<file path="config.mk">
export PLATFORM = sky130hd
export DESIGN_NAME = apb_completer_nch
export DESIGN_NICKNAME = d
export VERILOG_FILES = /design/src/rtl/shared_pkg.sv /design/src/rtl/apb_timeout_ctr.sv /design/src/rtl/apb_completer_nch.sv
export SDC_FILE = /design/constraint.sdc
export NUM_CORES = 1
export LEC_CHECK = 0
export CORE_ASPECT_RATIO = 1.2
export CORE_MARGIN = 5
export CORE_UTILIZATION = 34
export CTS_CLUSTER_DIAMETER = 80
export DETAILED_ROUTE_END_ITERATION = 10
export HOLD_SLACK_MARGIN = 0.08
export PLACE_DENSITY = 0.77
export SLEW_MARGIN = 20
export SYNTH_ARGS = -nofsm -noshare
export SYNTH_HDL_FRONTEND = slang
export SYNTH_SLANG_ARGS = --single-unit
export TNS_END_PERCENT = 30
</file>
<file path="constraint.sdc">
create_clock -name PCLK -period 1.8 [get_ports PCLK]
set_input_delay 0.36 -clock PCLK [delete_from_list [all_inputs] [get_ports PCLK]]
set_output_delay 0.36 -clock PCLK [all_outputs]
set_load 0.02 [all_outputs]
</file>
<file path="src/rtl/shared_pkg.sv">
// Shared types and constants for the APB multi-channel completer.
// Holds bus width defaults, the FSM state encoding and error-cause codes.
package shared_pkg;

    localparam int DEF_ADDR_WIDTH = 32;
    localparam int DEF_DATA_WIDTH = 32;

    typedef enum logic [1:0] {
        IDLE    = 2'd0,
        WAIT_CH = 2'd1,
        RESP    = 2'd2
    } state_t;

    typedef logic [2:0] cause_t;

    localparam cause_t CAUSE_NONE  = 3'd0;
    localparam cause_t CAUSE_DEC   = 3'd1;
    localparam cause_t CAUSE_ALIGN = 3'd2;
    localparam cause_t CAUSE_PROT  = 3'd3;
    localparam cause_t CAUSE_TMO   = 3'd4;
    localparam cause_t CAUSE_CH    = 3'd5;

endpackage

</file>
<file path="src/rtl/apb_timeout_ctr.sv">
// Saturating wait-cycle counter; o_expired is high once the count sits at TIMEOUT-1.
// i_clr has priority over i_en.
module apb_timeout_ctr #(
    parameter int TIMEOUT = 16
) (
    input  logic PCLK,
    input  logic PRESETn,
    input  logic i_clr,
    input  logic i_en,
    output logic o_expired
);

    localparam int CNT_W = $clog2(TIMEOUT);
    localparam logic [CNT_W-1:0] LAST = CNT_W'(TIMEOUT - 1);

    logic [CNT_W-1:0] r_count;

    always_ff @(posedge PCLK or negedge PRESETn) begin
        if (!PRESETn) begin
            r_count <= '0;
        end else if (i_clr) begin
            r_count <= '0;
        end else if (i_en && (r_count != LAST)) begin
            r_count <= r_count + 1'b1;
        end
    end

    assign o_expired = (r_count == LAST);

endmodule

</file>
<file path="src/rtl/apb_completer_nch.sv">
// APB4 completer that decodes each transfer to one of NUM_CH channels and
// returns a registered PREADY/PSLVERR after the channel (or a timeout) answers.
module apb_completer_nch
    import shared_pkg::*;
#(
    parameter int         ADDR_WIDTH = DEF_ADDR_WIDTH,
    parameter int         DATA_WIDTH = DEF_DATA_WIDTH,
    parameter int         NUM_CH     = 4,
    parameter int         CH_BITS    = 2,
    parameter logic [2:0] REQ_PROT   = 3'b000,
    parameter logic [2:0] PROT_MASK  = 3'b111,
    parameter int         TIMEOUT    = 16
) (
    input  logic                         PCLK,
    input  logic                         PRESETn,
    input  logic                         PSEL,
    input  logic                         PENABLE,
    input  logic                         PWRITE,
    input  logic [ADDR_WIDTH-1:0]        PADDR,
    input  logic [2:0]                   PPROT,
    input  logic [DATA_WIDTH-1:0]        PWDATA,
    input  logic [DATA_WIDTH/8-1:0]      PSTRB,
    output logic [DATA_WIDTH-1:0]        PRDATA,
    output logic                         PREADY,
    output logic                         PSLVERR,
    output logic [NUM_CH-1:0]            ch_req,
    output logic                         ch_write,
    output logic [ADDR_WIDTH-1:0]        ch_addr,
    output logic [DATA_WIDTH-1:0]        ch_wdata,
    output logic [DATA_WIDTH/8-1:0]      ch_strb,
    input  logic [NUM_CH-1:0]            ch_ready,
    input  logic [NUM_CH*DATA_WIDTH-1:0] ch_rdata,
    input  logic [NUM_CH-1:0]            ch_err,
    output logic                         proto_err,
    output logic [1:0]                   o_dbg_state,
    output logic [2:0]                   o_dbg_cause
);

    localparam int STRB_W = DATA_WIDTH / 8;
    localparam logic [ADDR_WIDTH-1:0] ADDR_KEEP = {ADDR_WIDTH{1'b1}} >> CH_BITS;

    state_t                r_state,   w_state_nxt;
    logic [CH_BITS-1:0]    r_sel,     w_sel_nxt;
    logic [NUM_CH-1:0]     r_req,     w_req_nxt;
    logic                  r_write,   w_write_nxt;
    logic [ADDR_WIDTH-1:0] r_addr,    w_addr_nxt;
    logic [DATA_WIDTH-1:0] r_wdata,   w_wdata_nxt;
    logic [STRB_W-1:0]     r_strb,    w_strb_nxt;
    logic [DATA_WIDTH-1:0] r_prdata,  w_prdata_nxt;
    logic                  r_pready,  w_pready_nxt;
    logic                  r_pslverr, w_pslverr_nxt;
    logic                  r_proto,   w_proto_nxt;
    cause_t                r_cause,   w_cause_nxt;

    logic [CH_BITS-1:0]    w_sel_in;
    cause_t                w_setup_cause;
    logic [NUM_CH-1:0]     w_onehot_in;
    logic                  w_sel_ready;
    logic                  w_sel_err;
    logic [DATA_WIDTH-1:0] w_sel_rdata;
    logic                  w_ctr_clr;
    logic                  w_ctr_en;
    logic                  w_expired;

    assign w_sel_in = PADDR[ADDR_WIDTH-1 -: CH_BITS];

    // Decode has the highest priority when several setup checks fail at once.
    always_comb begin
        w_setup_cause = CAUSE_NONE;
        if ((PPROT & PROT_MASK) != (REQ_PROT & PROT_MASK)) w_setup_cause = CAUSE_PROT;
        if (PADDR[1:0] != 2'b00)                           w_setup_cause = CAUSE_ALIGN;
        if (int'(w_sel_in) >= NUM_CH)                      w_setup_cause = CAUSE_DEC;
    end

    always_comb begin
        w_sel_ready = 1'b0;
        w_sel_err   = 1'b0;
        w_sel_rdata = '0;
        w_onehot_in = '0;
        for (int k = 0; k < NUM_CH; k++) begin
            if (r_sel == CH_BITS'(k)) begin
                w_sel_ready = ch_ready[k];
                w_sel_err   = ch_err[k];
                w_sel_rdata = ch_rdata[k*DATA_WIDTH +: DATA_WIDTH];
            end
            if (w_sel_in == CH_BITS'(k)) w_onehot_in[k] = 1'b1;
        end
    end

    apb_timeout_ctr #(.TIMEOUT(TIMEOUT)) u_tmo (
        .PCLK      (PCLK),
        .PRESETn   (PRESETn),
        .i_clr     (w_ctr_clr),
        .i_en      (w_ctr_en),
        .o_expired (w_expired)
    );

    // Channel handshake: ch_req[sel] rises at the setup edge and stays high
    // until an edge samples ch_ready[sel]=1; ch_err/ch_rdata are taken on that edge.
    always_comb begin
        w_state_nxt   = r_state;
        w_sel_nxt     = r_sel;
        w_req_nxt     = r_req;
        w_write_nxt   = r_write;
        w_addr_nxt    = r_addr;
        w_wdata_nxt   = r_wdata;
        w_strb_nxt    = r_strb;
        w_prdata_nxt  = '0;
        w_pready_nxt  = 1'b0;
        w_pslverr_nxt = 1'b0;
        w_proto_nxt   = r_proto;
        w_cause_nxt   = r_cause;
        w_ctr_clr     = 1'b0;
        w_ctr_en      = 1'b0;
        case (r_state)
            IDLE: begin
                if (PSEL && !PENABLE) begin
                    w_write_nxt = PWRITE;
                    w_addr_nxt  = PADDR & ADDR_KEEP;
                    w_wdata_nxt = PWDATA;
                    w_strb_nxt  = PWRITE ? PSTRB : '0;
                    w_sel_nxt   = w_sel_in;
                    w_cause_nxt = w_setup_cause;
                    w_ctr_clr   = 1'b1;
                    if (w_setup_cause != CAUSE_NONE) begin
                        w_state_nxt   = RESP;
                        w_pready_nxt  = 1'b1;
                        w_pslverr_nxt = 1'b1;
                    end else begin
                        w_state_nxt = WAIT_CH;
                        w_req_nxt   = w_onehot_in;
                    end
                end else if (PSEL && PENABLE) begin
                    w_proto_nxt = 1'b1;
                end
            end
            WAIT_CH: begin
                w_ctr_en = 1'b1;
                if (!PSEL) begin
                    w_state_nxt = IDLE;
                    w_req_nxt   = '0;
                    w_proto_nxt = 1'b1;
                end else if (w_sel_ready) begin
                    w_state_nxt   = RESP;
                    w_req_nxt     = '0;
                    w_pready_nxt  = 1'b1;
                    w_pslverr_nxt = w_sel_err;
                    w_prdata_nxt  = (!r_write && !w_sel_err) ? w_sel_rdata : '0;
                    w_cause_nxt   = w_sel_err ? CAUSE_CH : CAUSE_NONE;
                end else if (w_expired) begin
                    w_state_nxt   = RESP;
                    w_req_nxt     = '0;
                    w_pready_nxt  = 1'b1;
                    w_pslverr_nxt = 1'b1;
                    w_cause_nxt   = CAUSE_TMO;
                end
            end
            RESP: begin
                w_state_nxt = IDLE;
                if (!PSEL) w_proto_nxt = 1'b1;
            end
            default: begin
                w_state_nxt = IDLE;
                w_req_nxt   = '0;
            end
        endcase
    end

    always_ff @(posedge PCLK or negedge PRESETn) begin
        if (!PRESETn) begin
            r_state   <= IDLE;
            r_sel     <= '0;
            r_req     <= '0;
            r_write   <= 1'b0;
            r_addr    <= '0;
            r_wdata   <= '0;
            r_strb    <= '0;
            r_prdata  <= '0;
            r_pready  <= 1'b0;
            r_pslverr <= 1'b0;
            r_proto   <= 1'b0;
            r_cause   <= CAUSE_NONE;
        end else begin
            r_state   <= w_state_nxt;
            r_sel     <= w_sel_nxt;
            r_req     <= w_req_nxt;
            r_write   <= w_write_nxt;
            r_addr    <= w_addr_nxt;
            r_wdata   <= w_wdata_nxt;
            r_strb    <= w_strb_nxt;
            r_prdata  <= w_prdata_nxt;
            r_pready  <= w_pready_nxt;
            r_pslverr <= w_pslverr_nxt;
            r_proto   <= w_proto_nxt;
            r_cause   <= w_cause_nxt;
        end
    end

    assign PRDATA      = r_prdata;
    assign PREADY      = r_pready;
    assign PSLVERR     = r_pslverr;
    assign ch_req      = r_req;
    assign ch_write    = r_write;
    assign ch_addr     = r_addr;
    assign ch_wdata    = r_wdata;
    assign ch_strb     = r_strb;
    assign proto_err   = r_proto;
    assign o_dbg_state = r_state;
    assign o_dbg_cause = r_cause;

endmodule

</file>
# == Yosys cells after proc, flatten, opt, wreduce, memory -nomap -nowiden ==
# Index checks and enable logic that the tools add are counted.
# classes
n_addsub,1
n_eq_ne,18
mux,59
n_bitwise,1
n_reduce_logical,22
# op_table
cell,count
32-bit two-way mux,8
4-bit two-way mux,8
1-bit two-way mux,25
3-bit two-way mux,5
2-bit two-way mux,7
2-bit != test (second input constant),6
4-bit one-hot mux with 3 select lines,1
4-bit AND reduction,3
2-bit equality test (second input constant),5
2-bit nonzero test,4
2-bit by 1-bit equality test with 1-bit output (second input constant),3
2-bit zero test,3
1-bit one-hot mux with 2 select lines,3
3-bit one-hot mux with 2 select lines,1
3-bit nonzero test,2
4-bit by 1-bit adder with 4-bit output (second input constant),1
4-bit equality test (second input constant),1
1-bit logical AND,4
4-bit by 3-bit != test with 1-bit output (second input constant),1
4-bit != test (second input constant),1
2-bit one-hot mux with 2 select lines,1
2-bit AND reduction,2
1-bit zero test,3
3-bit by 2-bit != test with 1-bit output (second input constant),1
2 further kinds,2
# word_totals
ff_bits,117
input_bits,212
out_inout_bits,113

# == Longest topological paths before layout ==
# Gate-level depths: netlist of run 1.
# depth
depth_word,11
mapped_depth,9
mapped_depth_nobuf,6

# == By module ==
# A second synthesis of run 1 with hierarchy kept.
# unflattened
cells_unflattened,489
area_unflattened_um2,5427.7
# modules_own_cells
module,instances,cells_per_inst,area_per_inst_um2,seq_area_each_um2
apb_completer_nch,1,469,5198.7,2827.7
apb_timeout_ctr,1,20,229.0,100.1

# == Worst setup path after synthesis of run 1 ==
# OpenSTA, ideal clock, no wires.
# synth_timing
path_type,reg-to-reg
start,"register r_state[0], in the netlist o_dbg_state[0]"
end,register u_tmo.r_count[0]
arrival_time_ns,1.813
path_slack_ns,-0.144
path_stages_with_launch,9
synth_period_minus_slack_ns,1.944
path_cell_list,dfrtp_1 > inv_1 > ha_1 > clkbuf_1 > inv_1 > nor2_1 > clkbuf_1 > buf_1 > nor2_1
# synth_via
elab_chain_cells,4
elab_cells_between_ends,7
# synth_rtl
item,line_no,source
from (decl),apb_completer_nch.sv:42,"state_t r_state, w_state_nxt;"
from (signal assigned),apb_completer_nch.sv:184,r_state <= w_state_nxt;
2-bit by 1-bit equality test with 1-bit output,apb_completer_nch.sv:115,case (r_state)
1-bit two-way mux,apb_completer_nch.sv:115,
1-bit logical AND,apb_timeout_ctr.sv:23,end else if (i_en && (r_count != LAST)) begin
2-bit nonzero test (no line),-,
to (signal assigned),apb_timeout_ctr.sv:24,r_count <= r_count + 1'b1;
to (decl),apb_timeout_ctr.sv:16,logic [CNT_W-1:0] r_count;
# Several ways; a longest one is shown, not always the timed one.
# A chain may end at the register's enable or synchronous reset.

# == Worst setup path after layout of run 1 ==
# layout_timing
start,register r_sel[0]
end,"register r_prdata[16], in the netlist PRDATA[16]"
# layout_via
elab_chain_cells,11
elab_cells_between_ends,22
# layout_rtl
item,line_no,source
from (decl),apb_completer_nch.sv:43,"logic [CH_BITS-1:0] r_sel, w_sel_nxt;"
from (signal assigned),apb_completer_nch.sv:185,r_sel <= w_sel_nxt;
2-bit zero test,apb_completer_nch.sv:81,if (r_sel == CH_BITS'(k)) begin
1-bit two-way mux (4 in a row),apb_completer_nch.sv:81,
1-bit zero test,apb_completer_nch.sv:148,w_prdata_nxt = (!r_write && !w_sel_err) ? w_sel_rdata : '0;
1-bit logical AND,apb_completer_nch.sv:148,
32-bit two-way mux,apb_completer_nch.sv:148,
32-bit two-way mux *,apb_completer_nch.sv:143,end else if (w_sel_ready) begin
32-bit two-way mux *,apb_completer_nch.sv:139,if (!PSEL) begin
32-bit two-way mux *,apb_completer_nch.sv:115,
named net w_prdata_nxt[16],apb_completer_nch.sv:49,"logic [DATA_WIDTH-1:0] r_prdata, w_prdata_nxt;"
to (signal assigned),apb_completer_nch.sv:191,r_prdata <= w_prdata_nxt;
to (decl),apb_completer_nch.sv:49,
# The timed path passes the listed nets; every way through them passes the cells marked *.

==> metrics.json, run 1 <==
{
  "ir_worst_vdd_v": 0.000674,
  "setup_viol_count_final": 32,
  "die_area_sq_um": 18400,
  "failed_checks": "negative setup slack",
  "ant_nets": 0,
  "synth_cells": 488,
  "clkLatencyLatePin_ns": 0.41,
  "synth_seq_area_share_pct": 54.7,
  "reg2reg_depth": 5,
  "yosysWarnings": 0,
  "max-cap-violations": 0,
  "drc_violation_count_after_routing": 0,
  "timing.hold.ws_ns": 0.454,
  "finalCriticalPeriod_ns": 1.87,
  "outcome": "finished, violations left",
  "timing.critical_path.arrival_ns": 2.21,
  "dp_hpwl_microns": 15200,
  "grt.overflow.total": 0,
  "hold_depth": 2,
  "layout_cells_sized_above_1_pct": 16.9,
  "count_of_endpoints_failing_hold_in_the_final_timing_report": 0,
  "synth_edf_count": 0,
  "share_of_the_core_filled_with_cells_in_the_final_layout_pct": 63.3,
  "cts_max_path_buffers": 2,
  "slew_viol_final": 0,
  "fmax_mhz": 534,
  "dieWidth_microns": 125,
  "fill_cells": 1238,
  "end_kind": "flop",
  "initial_core_util_pct": 34.5,
  "instances_no_fill": 1055,
  "synth_compound_area_share_pct": 2.41,
  "cts_sinks": 117,
  "avgRoutedWirePerCell_microns": 18.1,
  "criticalPathCategory": "reg2reg",
  "hp_class": "reg2reg",
  "drt_first_iter_violations": 272,
  "yosys_cell_types": 35,
  "largest_net_degree_at_the_start_of_global_routing": 72,
  "final.period_utilization_pct": 104,
  "vias_per_cell": 4.65,
  "yosys.cell_count.top_type": "sky130_fd_sc_hd__nand2_1",
  "synth.cell_area_sq_um": 5350,
  "initial_antenna_violation_count": 0,
  "yosys-mux-area-fraction_pct": 15.5,
  "postSynthRegisterBits": 117,
  "io_buffer_count": 322,
  "place_inst": 1021,
  "startpoint_type": "flop",
  "fin_worst_setup_slack_ns": -0.0735,
  "tritoncts": "built",
  "fin_skew_ns": 0.00526,
  "area.growth.synth_to_final_pct": 83.4,
  "synth_top_family_by_area": "simple AND/OR/NAND/NOR gates",
  "tritoncts.num_buffers": 17,
  "synth_area_leaders": "sky130_fd_sc_hd__dfrtp_1, sky130_fd_sc_hd__nand2_1, sky130_fd_sc_hd__mux4_2",
  "power_per_cell_area_nw_per_um2": 1420,
  "fp.coreArea_sq_um": 15500,
  "design.final.nets": 1050,
  "cellLeakagePower_uw": 0.00465,
  "most_frequent_cells_after_synthesis": "sky130_fd_sc_hd__nand2_1, sky130_fd_sc_hd__dfrtp_1, sky130_fd_sc_hd__mux4_2",
  "grt_setup_unrepaired": "yes",
  "rows": 50,
  "synthArstFlopShare_pct": 100,
  "ioPinCount": 325,
  "syn_area_cell_sq_um": 11.0,
  "multi_input_comb_area_sq_um": 2290,
  "register_area_sq_um": 2930,
  "xor_and_xnor_fraction_of_the_mapped_netlist_area_pct": 0.327,
  "post_synth_and_or_nand_nor_area_fraction_pct": 22.8,
  "drt_first_pass_iters": 4,
  "synthDominantCellAreaShare_pct": 54.7,
  "synth-adder-area-share_pct": 0.935,
  "groute.usage.overall_pct": 20.4,
  "htreeDepth": 4,
  "drt-total-wl_microns": 19100,
  "data_required_time_at_the_worst_endpoint_ns": 2.14,
  "route.vias.total": 4911,
  "clockRootBuffer": "sky130_fd_sc_hd__clkbuf_16",
  "insertedDiodeCount": 0,
  "finalWeightedCongestion": 0.931,
  "synth_top_area_cell": "sky130_fd_sc_hd__dfrtp_1",
  "worst-path-max-fanout": 32,
  "cts.clk_slew.worst_paths_ns": 0.05,
  "postSynth.topFlopCell": "sky130_fd_sc_hd__dfrtp_1",
  "global_route_wire_length_before_repair_microns": 28800,
  "first_global_vias": 5248,
  "die-height_microns": 147
}
critical path: stages, from the launching register on:
cell,delay (ns)
sky130_fd_sc_hd__dfrtp_2,0.43
sky130_fd_sc_hd__mux4_2,0.44
sky130_fd_sc_hd__inv_2,0.06
sky130_fd_sc_hd__or4_4,0.53
sky130_fd_sc_hd__buf_12,0.19
sky130_fd_sc_hd__nor2b_2,0.13
kinds of logic (layout without fill, tap and decap cells):
group	Yosys count	in the layout
adders and majority gates	4	4
xor gates and xnor gates	2	2
other	1	2
muxes	40	40
buffers and inverters	36	394
DFF	117	117
AOI/OAI and AO/OA	16	16
and+or+nand+nor	272	272
cells in the final DEF, fill, tap and decap left out, types with 2 or more instances in the layout:
master,count
sky130_fd_sc_hd__nor3_1,4
sky130_fd_sc_hd__nand2_1,209
sky130_fd_sc_hd__o32ai_1,2
sky130_fd_sc_hd__a21oi_1,5
sky130_fd_sc_hd__a32o_1,2
sky130_fd_sc_hd__dfrtp_1,114
sky130_fd_sc_hd__clkbuf_16,17
sky130_fd_sc_hd__nand2b_1,2
sky130_fd_sc_hd__nor2_1,7
sky130_fd_sc_hd__nand3_1,8
sky130_fd_sc_hd__dfrtp_2,3
sky130_fd_sc_hd__clkinv_2,2
sky130_fd_sc_hd__and3_1,2
sky130_fd_sc_hd__bufinv_16,6
sky130_fd_sc_hd__clkbuf_8,6
sky130_fd_sc_hd__buf_4,27
sky130_fd_sc_hd__buf_12,7
sky130_fd_sc_hd__dlymetal6s2s_1,20
sky130_fd_sc_hd__dlygate4sd2_1,6
sky130_fd_sc_hd__o21ai_0,2
sky130_fd_sc_hd__mux2_2,5
sky130_fd_sc_hd__nor2b_1,8
sky130_fd_sc_hd__ha_1,3
sky130_fd_sc_hd__inv_1,4
sky130_fd_sc_hd__nor2b_2,25
sky130_fd_sc_hd__xor2_1,2
sky130_fd_sc_hd__inv_2,2
sky130_fd_sc_hd__conb_1,2
sky130_fd_sc_hd__clkdlybuf4s50_1,295
sky130_fd_sc_hd__mux4_2,34
registers in the layout, summed over array words and instances (netlist names), 2 cells and up:
signal / cells
r_sel: 2
o_dbg_cause: 3
ch_req: 4
PRDATA: 32
ch_addr: 30
ch_wdata: 32
o_dbg_state: 2
u_tmo.r_count: 4
ch_strb: 4
final timing paths:
check	from	endpoint	slack (ns)
setup / recovery	r_sel[0]	PRDATA[16]	-0.07
hold / removal	ch_strb[1]	ch_strb[1]	0.45
min in group asynchronous	PRESETn	ch_wdata[16]	0.49
max in group asynchronous	PRESETn	o_dbg_state[0]	0.91
hold reg to reg	ch_strb[1]	ch_strb[1]	0.45
setup reg to reg	r_sel[0]	PRDATA[16]	-0.07
layout make-up:
class	count	share of cell area [%]
timing repair buffer	356	36.8
multi-input combinational	336	23.4
inverter	6	0.229
clock buffer	24	5.21
clock inverter	8	1.94
tap	208	2.65
sequential	117	29.9
power by group:
group	switching [uW]	internal, uW
Clock	1150	2810
Combinational	2870	3170
Sequential	450	3460
Total	4470	9440
per-stage QoR:
stage | TNS (ns) | power, uW | area [sq um] | setup WS, ns
after detailed placement | -16.27 | 10100 | 9030 | -0.482
after CTS | -1.84 | 14100 | 9770 | -0.0772
after global placement | -14.95 | 9950 | 9030 | -0.423
after global routing | -3.76 | 14700 | 9820 | -0.132
final | -1.72 | 13900 | 9820 | -0.0735
after floorplan | -1.22 | 7080 | 5370 | -0.0392
what timing repair did:
| item | in CTS | in global routing |
|---|---|---|
| setup endpoints to repair | 42 | 60 |
| endpoints found under the hold margin | 117 | 0 |
| buffers inserted | 1 | 0 |
| pin swaps | 2 | 1 |
| resized for setup | 10 | 21 |
| hold buffers | 1 | 0 |
| cloned | 0 | 0 |
layer usage:
layer / global-route usage [%] / vias up / routed length [microns]
met1: 23.7 / 2346 / 7400
met2: 35.3 / 232 / 9830
met5: 0 / - / 0
met3: 6.32 / 29 / 1420
li1: - / 2304 / -
met4: 7.89 / 0 / 413
(Power assumes the default switching activity.)
==> run 2: changes to the inputs <==
--- a/config.mk
+++ b/config.mk
@@ -15,5 +15,6 @@
 export SLEW_MARGIN = 20
 export SYNTH_ARGS = -nofsm -noshare
 export SYNTH_HDL_FRONTEND = slang
+export SYNTH_HIERARCHICAL = 1
 export SYNTH_SLANG_ARGS = --single-unit
 export TNS_END_PERCENT = 30
==> run 2 against run 1 <==
- the flow still finishes with violations (negative setup slack)
- worst setup slack got worse by 0.0056 ns
- register-to-register slack barely moved
- non-clock buffer count rose by 3
- synthesized area rose by 1.4%
- global-route usage rose by 0.12 points
- combinational power fell by 1%
- sequential power barely moved
- routed wire length rose by 0.46%
- critical path depth did not move
- sequential share of layout area fell by 0.091 points
- die area rose by 1.3%
- synthesized cell count rose by 0.20%
==> metrics.json, run 2 <==
{
  "internal_power": {"value": 9010, "unit": "uW", "change": "-4.5%"},
  "drc_violation_count_after_routing": {"value": 0, "change": "unchanged"},
  "initial_core_util": {"value": 34.7, "unit": "%", "change": "+0.20 points"},
  "postSynthRegisterBits": {"value": 117, "change": "unchanged"},
  "failed_checks": "negative setup slack",
  "hp_class": "in2async",
  "final.period_utilization": {"value": 104, "unit": "%", "change": "+0.31 points"},
  "fin_worst_setup_slack": {"value": -0.0791, "unit": "ns", "change": "-0.00559 ns"},
  "tritoncts": "built",
  "grt_setup_unrepaired": "yes",
  "crit_buf_inv": {"value": 1, "change": "-1"},
  "fmax": {"value": 532, "unit": "MHz", "change": "-0.30%"},
  "fin_skew": {"value": 0.00974, "unit": "ns", "change": "+0.00448 ns"},
  "clockRootBuffer": "sky130_fd_sc_hd__clkbuf_16",
  "postSynth.topFlopCell": "sky130_fd_sc_hd__dfrtp_1",
  "finalWeightedCongestion": {"value": 0.780, "change": "-16%"},
  "share_of_the_core_filled_with_cells_in_the_final_layout": {"value": 63.0, "unit": "%", "change": "-0.31 points"},
  "outcome": "finished, violations left",
  "global_route_wire_length_before_repair": {"value": 29100, "unit": "microns", "change": "+1.1%"},
  "instances_no_fill": {"value": 1060, "change": "+0.47%"},
  "dp_hpwl": {"value": 15000, "unit": "microns", "change": "-1.3%"},
  "most-common-layout-cells": "sky130_fd_sc_hd__clkdlybuf4s50_1, sky130_fd_sc_hd__nand2_1, sky130_fd_sc_hd__dfrtp_1, sky130_fd_sc_hd__mux4_2, sky130_fd_sc_hd__nor2b_2",
  "drt_first_pass_iters": {"value": 4, "change": "unchanged"},
  "htreeDepth": {"value": 4, "change": "unchanged"},
  "worst_path_dominant_cell_family": "simple AND/OR/NAND/NOR gates",
  "worst-path-max-fanout": {"value": 16, "change": "-50%"},
  "startpoint_type": "flop",
  "first_global_vias": {"value": 5380, "change": "+2.5%"},
  "grt.overflow.total": {"value": 0, "change": "unchanged"},
  "die_area": {"value": 18600, "unit": "sq um", "change": "+1.3%"},
  "layout_cells_sized_above_1": {"value": 18.7, "unit": "%", "change": "+1.8 points"},
  "largest_net_degree_at_the_start_of_global_routing": {"value": 56, "change": "-22%"},
  "setup_viol_count_final": {"value": 37, "change": "+16%"},
  "mostFrequentLayoutCell": "sky130_fd_sc_hd__clkdlybuf4s50_1",
  "power.share.combinational": {"value": 44.4, "unit": "%", "change": "+1.0 points"},
  "avgRoutedWirePerCell": {"value": 18.1, "unit": "microns", "change": "about the same"},
  "count_of_endpoints_failing_hold_in_the_final_timing_report": {"value": 0, "change": "unchanged"},
  "switching_pwr": {"value": 4420, "unit": "uW", "change": "-1.1%"},
  "die-height": {"value": 148, "unit": "microns", "change": "+0.65%"},
  "area.growth.synth_to_final_pct": 81.4,
  "vias_per_cell": {"value": 4.64, "change": "-0.33%"},
  "synth_top_area_cell": "sky130_fd_sc_hd__dfrtp_1",
  "cellLeakagePower": {"value": 0.00449, "unit": "uW", "change": "-3.5%"},
  "yosys.cell_count.top_type": "sky130_fd_sc_hd__nand2_1",
  "synth_cells": {"value": 489, "change": "+0.20%"},
  "groute.usage.overall": {"value": 20.5, "unit": "%", "change": "+0.12 points"},
  "power_per_cell_area": {"value": 1360, "unit": "nW/um^2", "change": "-3.7%"},
  "ant_nets": {"value": 0, "change": "unchanged"},
  "synth_edf_count": {"value": 0, "change": "unchanged"},
  "yosysWarnings": {"value": 6, "change": "+6"},
  "yosys_cell_types": {"value": 36, "change": "+2.9%"},
  "rows": {"value": 50, "change": "unchanged"},
  "worst_path_max_delay_cell": "sky130_fd_sc_hd__mux4_2",
  "fill_cells": {"value": 1261, "change": "+1.9%"},
  "path_cells": "mux4_2, nand2b_4, or3_4, buf_12, nor2b_2",
  "drt_first_iter_violations": {"value": 178, "change": "-35%"},
  "synth_seq_area_share": {"value": 53.9, "unit": "%", "change": "-0.76 points"},
  "syn_area_cell": {"value": 11.1, "unit": "sq um", "change": "+1.2%"},
  "route.vias.total": {"value": 4918, "change": "+0.14%"},
  "cts_max_path_buffers": {"value": 2, "change": "unchanged"},
  "fp.coreArea": {"value": 15600, "unit": "sq um", "change": "+0.81%"},
  "data_required_time_at_the_worst_endpoint": {"value": 2.13, "unit": "ns", "change": "about the same"},
  "drt-total-wl": {"value": 19200, "unit": "microns", "change": "+0.46%"},
  "clkLatencyLatePin": {"value": 0.41, "unit": "ns", "change": "about the same"},
  "synth.cell_area": {"value": 5430, "unit": "sq um", "change": "+1.4%"},
  "total_power": {"value": 13400, "unit": "uW", "change": "-3.4%"},
  "cts.clk_slew.worst_paths": {"value": 0.06, "unit": "ns", "change": "about the same"},
  "most_frequent_cells_after_synthesis": "sky130_fd_sc_hd__nand2_1, sky130_fd_sc_hd__dfrtp_1, sky130_fd_sc_hd__mux4_2",
  "synth_area_leaders": "sky130_fd_sc_hd__dfrtp_1, sky130_fd_sc_hd__nand2_1, sky130_fd_sc_hd__mux4_2",
  "synthDominantCellAreaShare": {"value": 53.9, "unit": "%", "change": "-0.76 points"},
  "tritoncts.num_buffers": {"value": 17, "change": "unchanged"},
  "preCtsSetupSlack": {"value": -0.647, "unit": "ns", "change": "-0.165 ns"},
  "initial_antenna_violation_count": {"value": 1, "change": "+1"},
  "register_area": {"value": 2930, "unit": "sq um", "change": "unchanged"},
  "clock_power_share": {"value": 26.7, "unit": "%", "change": "-1.8 points"},
  "ioPinCount": {"value": 325, "change": "unchanged"},
  "place_inst": {"value": 1024, "change": "+0.29%"},
  "end_kind": "flop",
  "switching_share": {"value": 32.9, "unit": "%", "change": "+0.79 points"},
  "insertedDiodeCount": {"value": 0, "change": "unchanged"},
  "cts_sinks": {"value": 117, "change": "unchanged"},
  "dieWidth": {"value": 125, "unit": "microns", "change": "+0.64%"},
  "synthArstFlopShare": {"value": 100, "unit": "%", "change": "unchanged"},
  "cp_slowest_stage_delay": {"value": 0.54, "unit": "ns", "change": "about the same"},
  "io_buffer_count": {"value": 322, "change": "unchanged"},
  "design.final.nets": {"value": 1055, "change": "+0.48%"},
  "finalCriticalPeriod": {"value": 1.88, "unit": "ns", "change": "+0.00559 ns"},
  "slew_viol_final": {"value": 0, "change": "unchanged"},
  "ir_worst_vdd": {"value": 0.000812, "unit": "V", "change": "+20%"},
  "power.sequential.fraction": {"value": 28.9, "unit": "%", "change": "+0.8 points"},
  "max-cap-violations": {"value": 0, "change": "unchanged"},
  "multi_input_comb_area": {"value": 2380, "unit": "sq um", "change": "+4.0%"},
  "timing.critical_path.arrival": {"value": 2.21, "unit": "ns", "change": "about the same"},
  "criticalPathCategory": "reg2reg"
}
run 2: final cells by class:
type | count | area share [%]
multi-input combinational | 339 | 24.2
sequential | 117 | 29.8
inverter | 5 | 0.191
clock buffer | 25 | 5.34
tap | 208 | 2.64
timing repair buffer | 359 | 36.7
clock inverter | 7 | 1.17
run 2: final timing paths:
check	startpoint	to	slack [ns]	cells past startpoint
min reg2reg	ch_strb[3]	ch_strb[3]	0.46	2
max	r_sel[0]	PRDATA[9]	-0.08	5
min	PRESETn	o_dbg_cause[1]	0.38	2
max in group asynchronous	PRESETn	ch_wdata[1]	0.85	3
max reg2reg	r_sel[0]	PRDATA[9]	-0.08	5
min in group PCLK	ch_strb[3]	ch_strb[3]	0.46	2
run 2: power groups by stage:
stage	clock network [uW]	logic (uW)	registers, uW
2_1_floorplan	0	2170	4820
3_3_place_gp	0	5930	3890
3_5_place_dp	0	6020	3910
4_1_cts	3660	6060	3890
5_1_grt	3790	6370	3980
6_report	3590	5970	3880
run 2: through the flow:
stage	hold slack [ns]	instance area, sq um	setup TNS, ns
floorplan	0.0644	5460	-1.64
global placement	0.246	9120	-16.92
detailed placement	0.251	9120	-17.54
CTS	0.381	9810	-2.53
global route	0.380	9850	-4.01
finish	0.383	9850	-2.27
run 2: kinds of logic (layout without fill, tap and decap cells):
family | count (synthesis) | after routing | synth area share, %
buffers and inverters | 34 | 396 | 3.04
other | 1 | 2 | 0.0691
DFF | 117 | 117 | 53.9
muxes | 44 | 44 | 16.5
and+or+nand+nor | 274 | 274 | 23.4
AOI/OAI and AO/OA | 15 | 15 | 2.12
adders and majority gates | 4 | 4 | 0.922
run 2: layer usage:
| metal | global-route usage [%] | part of all wire (%) |
|---|---|---|
| met1 | 21.3 | 35 |
| met2 | 37.4 | 54 |
| met3 | 6.75 | 6.8 |
| met4 | 9.44 | 3.7 |
| met5 | 0 | 0.10 |
run 2: what timing repair did:
action	CTS	global route
setup buffers	1	1
hold buffers	1	0
pin swaps	3	0
hold endpoints to repair	14	0
setup endpoints to repair	45	47
cloned	1	0
resized for setup	16	11
==> run 3: changes to the inputs <==
--- a/config.mk
+++ b/config.mk
@@ -5,7 +5,7 @@
 export SDC_FILE = /design/constraint.sdc
 export NUM_CORES = 1
 export LEC_CHECK = 0
-export CORE_ASPECT_RATIO = 1.2
+export CORE_ASPECT_RATIO = 2
 export CORE_MARGIN = 5
 export CORE_UTILIZATION = 34
 export CTS_CLUSTER_DIAMETER = 80
==> run 3 against run 2 <==
- the flow still finishes with violations (negative setup slack)
- sequential share of layout area down 0.11 points
- first-iteration DRC count down 33%
- sequential cell count unchanged
- hold slack worse by 0.027 ns
- die area up 0.77%
- largest cell class unchanged
==> metrics.json, run 3 (synthesis gave the netlist of run 2 again) <==
{
  "fin_worst_setup_slack": {"value": -0.0555, "unit": "ns", "change": "+0.0236 ns"},
  "mostFrequentLayoutCell": "sky130_fd_sc_hd__clkdlybuf4s50_1",
  "route.vias.total": {"value": 4917, "change": "-0.020%"},
  "dp_hpwl": {"value": 14800, "unit": "microns", "change": "-1.1%"},
  "startpoint_type": "flop",
  "instances_no_fill": {"value": 1056, "change": "-0.38%"},
  "area.growth.synth_to_final_pct": 82.1,
  "drt-total-wl": {"value": 19000, "unit": "microns", "change": "-0.65%"},
  "count_of_endpoints_failing_hold_in_the_final_timing_report": {"value": 0, "change": "unchanged"},
  "tritoncts": "built",
  "design.final.nets": {"value": 1058, "change": "+0.28%"},
  "power_per_cell_area": {"value": 1360, "unit": "nW/um^2", "change": "-0.44%"},
  "setup.worst_path.start": "r_sel[0]",
  "finalCriticalPeriod": {"value": 1.86, "unit": "ns", "change": "-0.0236 ns"},
  "ioPinCount": {"value": 325, "change": "unchanged"},
  "fin_setup_tns": {"value": -1.39, "unit": "ns", "change": "+0.881 ns"},
  "timing.hold.ws": {"value": 0.355, "unit": "ns", "change": "-0.0271 ns"},
  "drc_violation_count_after_routing": {"value": 0, "change": "unchanged"},
  "initial_core_util": {"value": 34.4, "unit": "%", "change": "-0.30 points"},
  "clockRootBuffer": "sky130_fd_sc_hd__clkbuf_16",
  "final.period_utilization": {"value": 103, "unit": "%", "change": "-1.3 points"},
  "max-cap-violations": {"value": 0, "change": "unchanged"},
  "preCtsSetupSlack": {"value": -0.594, "unit": "ns", "change": "+0.0536 ns"},
  "vias_per_cell": {"value": 4.66, "change": "+0.36%"},
  "fmax": {"value": 539, "unit": "MHz", "change": "+1.3%"},
  "fp.coreArea": {"value": 15800, "unit": "sq um", "change": "+0.88%"},
  "cts_max_path_buffers": {"value": 2, "change": "unchanged"},
  "cts_sinks": {"value": 117, "change": "unchanged"},
  "initial_antenna_violation_count": {"value": 1, "change": "unchanged"},
  "avgRoutedWirePerCell": {"value": 18.0, "unit": "microns", "change": "-0.28%"},
  "grt.overflow.total": {"value": 0, "change": "unchanged"},
  "ir_worst_vdd": {"value": 0.000636, "unit": "V", "change": "-22%"},
  "data_required_time_at_the_worst_endpoint": {"value": 2.14, "unit": "ns", "change": "about the same"},
  "dieWidth": {"value": 99.3, "unit": "microns", "change": "-21%"},
  "io_buffer_count": {"value": 322, "change": "unchanged"},
  "largest_net_degree_at_the_start_of_global_routing": {"value": 51, "change": "-8.9%"},
  "most-common-layout-cells": "sky130_fd_sc_hd__clkdlybuf4s50_1, sky130_fd_sc_hd__nand2_1, sky130_fd_sc_hd__dfrtp_1, sky130_fd_sc_hd__mux4_2, sky130_fd_sc_hd__buf_4",
  "groute.usage.overall": {"value": 20.1, "unit": "%", "change": "-0.43 points"},
  "global_route_wire_length_before_repair": {"value": 28500, "unit": "microns", "change": "-2.3%"},
  "die-height": {"value": 189, "unit": "microns", "change": "+27%"},
  "hp_class": "in2async",
  "failed_checks": "negative setup slack",
  "criticalPathCategory": "reg2reg",
  "insertedDiodeCount": {"value": 0, "change": "unchanged"},
  "end_kind": "flop",
  "rows": {"value": 65, "change": "+30%"},
  "slew_viol_final": {"value": 0, "change": "unchanged"},
  "total_power": {"value": 13400, "unit": "uW", "change": "about the same"},
  "ant_nets": {"value": 0, "change": "unchanged"},
  "outcome": "finished, violations left",
  "worst-path-max-fanout": {"value": 16, "change": "unchanged"},
  "clkLatencyLatePin": {"value": 0.41, "unit": "ns", "change": "about the same"},
  "layout_cells_sized_above_1": {"value": 19.1, "unit": "%", "change": "+0.40 points"},
  "timing.critical_path.arrival": {"value": 2.20, "unit": "ns", "change": "about the same"},
  "cellLeakagePower": {"value": 0.00453, "unit": "uW", "change": "+0.86%"},
  "drt_first_iter_violations": {"value": 119, "change": "-33%"},
  "die_area": {"value": 18700, "unit": "sq um", "change": "+0.77%"},
  "first_global_vias": {"value": 5281, "change": "-1.8%"},
  "setup_viol_count_final": {"value": 35, "change": "-5.4%"},
  "place_inst": {"value": 1016, "change": "-0.78%"},
  "tritoncts.num_buffers": {"value": 17, "change": "unchanged"},
  "fill_cells": {"value": 1295, "change": "+2.7%"},
  "drt_first_pass_iters": {"value": 4, "change": "unchanged"},
  "htreeDepth": {"value": 4, "change": "unchanged"},
  "worstReg2RegStart": "r_sel[0]",
  "grt_setup_unrepaired": "yes",
  "fin_skew": {"value": 0.00891, "unit": "ns", "change": "-0.000838 ns"},
  "cts.clk_slew.worst_paths": {"value": 0.06, "unit": "ns", "change": "about the same"},
  "finalWeightedCongestion": {"value": 0.850, "change": "+9.0%"}
}
[run 3: final cells by class]
type / instances / area (sq um) / share of cell area [%]
inverters: 5 / 18.8 / 0.190
multi-input cells: 339 / 2410 / 24.4
repair buffers: 362 / 3640 / 36.9
clock inverters: 13 / 171 / 1.73
well taps: 201 / 251 / 2.54
clock buffers: 19 / 453 / 4.58
flip-flops and latches: 117 / 2930 / 29.7
[run 3: where the power goes]
group          internal (uW)  switching [uW]
clock network           2270            1280
logic                   3220            2810
registers               3430             420
[run 3: repair_timing]
action | 4_1_cts | 5_1_grt
endpoints found under the hold margin | 99 | 0
endpoints found under the setup margin | 41 | 49
buffers inserted | 4 | 1
gates resized for setup | 14 | 14
pin swaps | 5 | 2
gates cloned | 2 | 0
hold buffers | 1 | 0
[run 3: through the flow]
| stage | util, % | area (sq um) |
|---|---|---|
| after floorplan | - | 5460 |
| after global placement | 57.5 | 9080 |
| after detailed placement | 57.5 | 9080 |
| after CTS | 62.3 | 9840 |
| after global routing | 62.6 | 9880 |
| final | 62.6 | 9880 |
[run 3: worst paths after layout]
| path | endpoint | slack (ns) | depth (start not counted) |
|---|---|---|---|
| worst min-delay path | ch_addr[15] | 0.36 | 2 |
| max in group asynchronous | PRDATA[31] | 0.91 | 3 |
| worst max-delay path | PRDATA[3] | -0.06 | 5 |
| worst max register to register | PRDATA[3] | -0.06 | 5 |
| min in group PCLK | ch_strb[0] | 0.47 | 2 |
| worst min register to register | ch_strb[0] | 0.47 | 2 |
[run 3: per-layer routing]
layer | GRT usage (%) | part of all wire, %
met4 | 9.36 | 3.9
met1 | 21.4 | 35
met2 | 35.8 | 54
met3 | 5.82 | 7.4
met5 | 0 | 0.068
[run 3: worst max-delay path: stages, from the launching register on]
cell                       delay [ns]
sky130_fd_sc_hd__dfrtp_2         0.40
sky130_fd_sc_hd__mux4_2          0.52
sky130_fd_sc_hd__nand2b_4        0.16
sky130_fd_sc_hd__or3_4           0.41
sky130_fd_sc_hd__buf_16          0.20
sky130_fd_sc_hd__nor2b_2         0.11
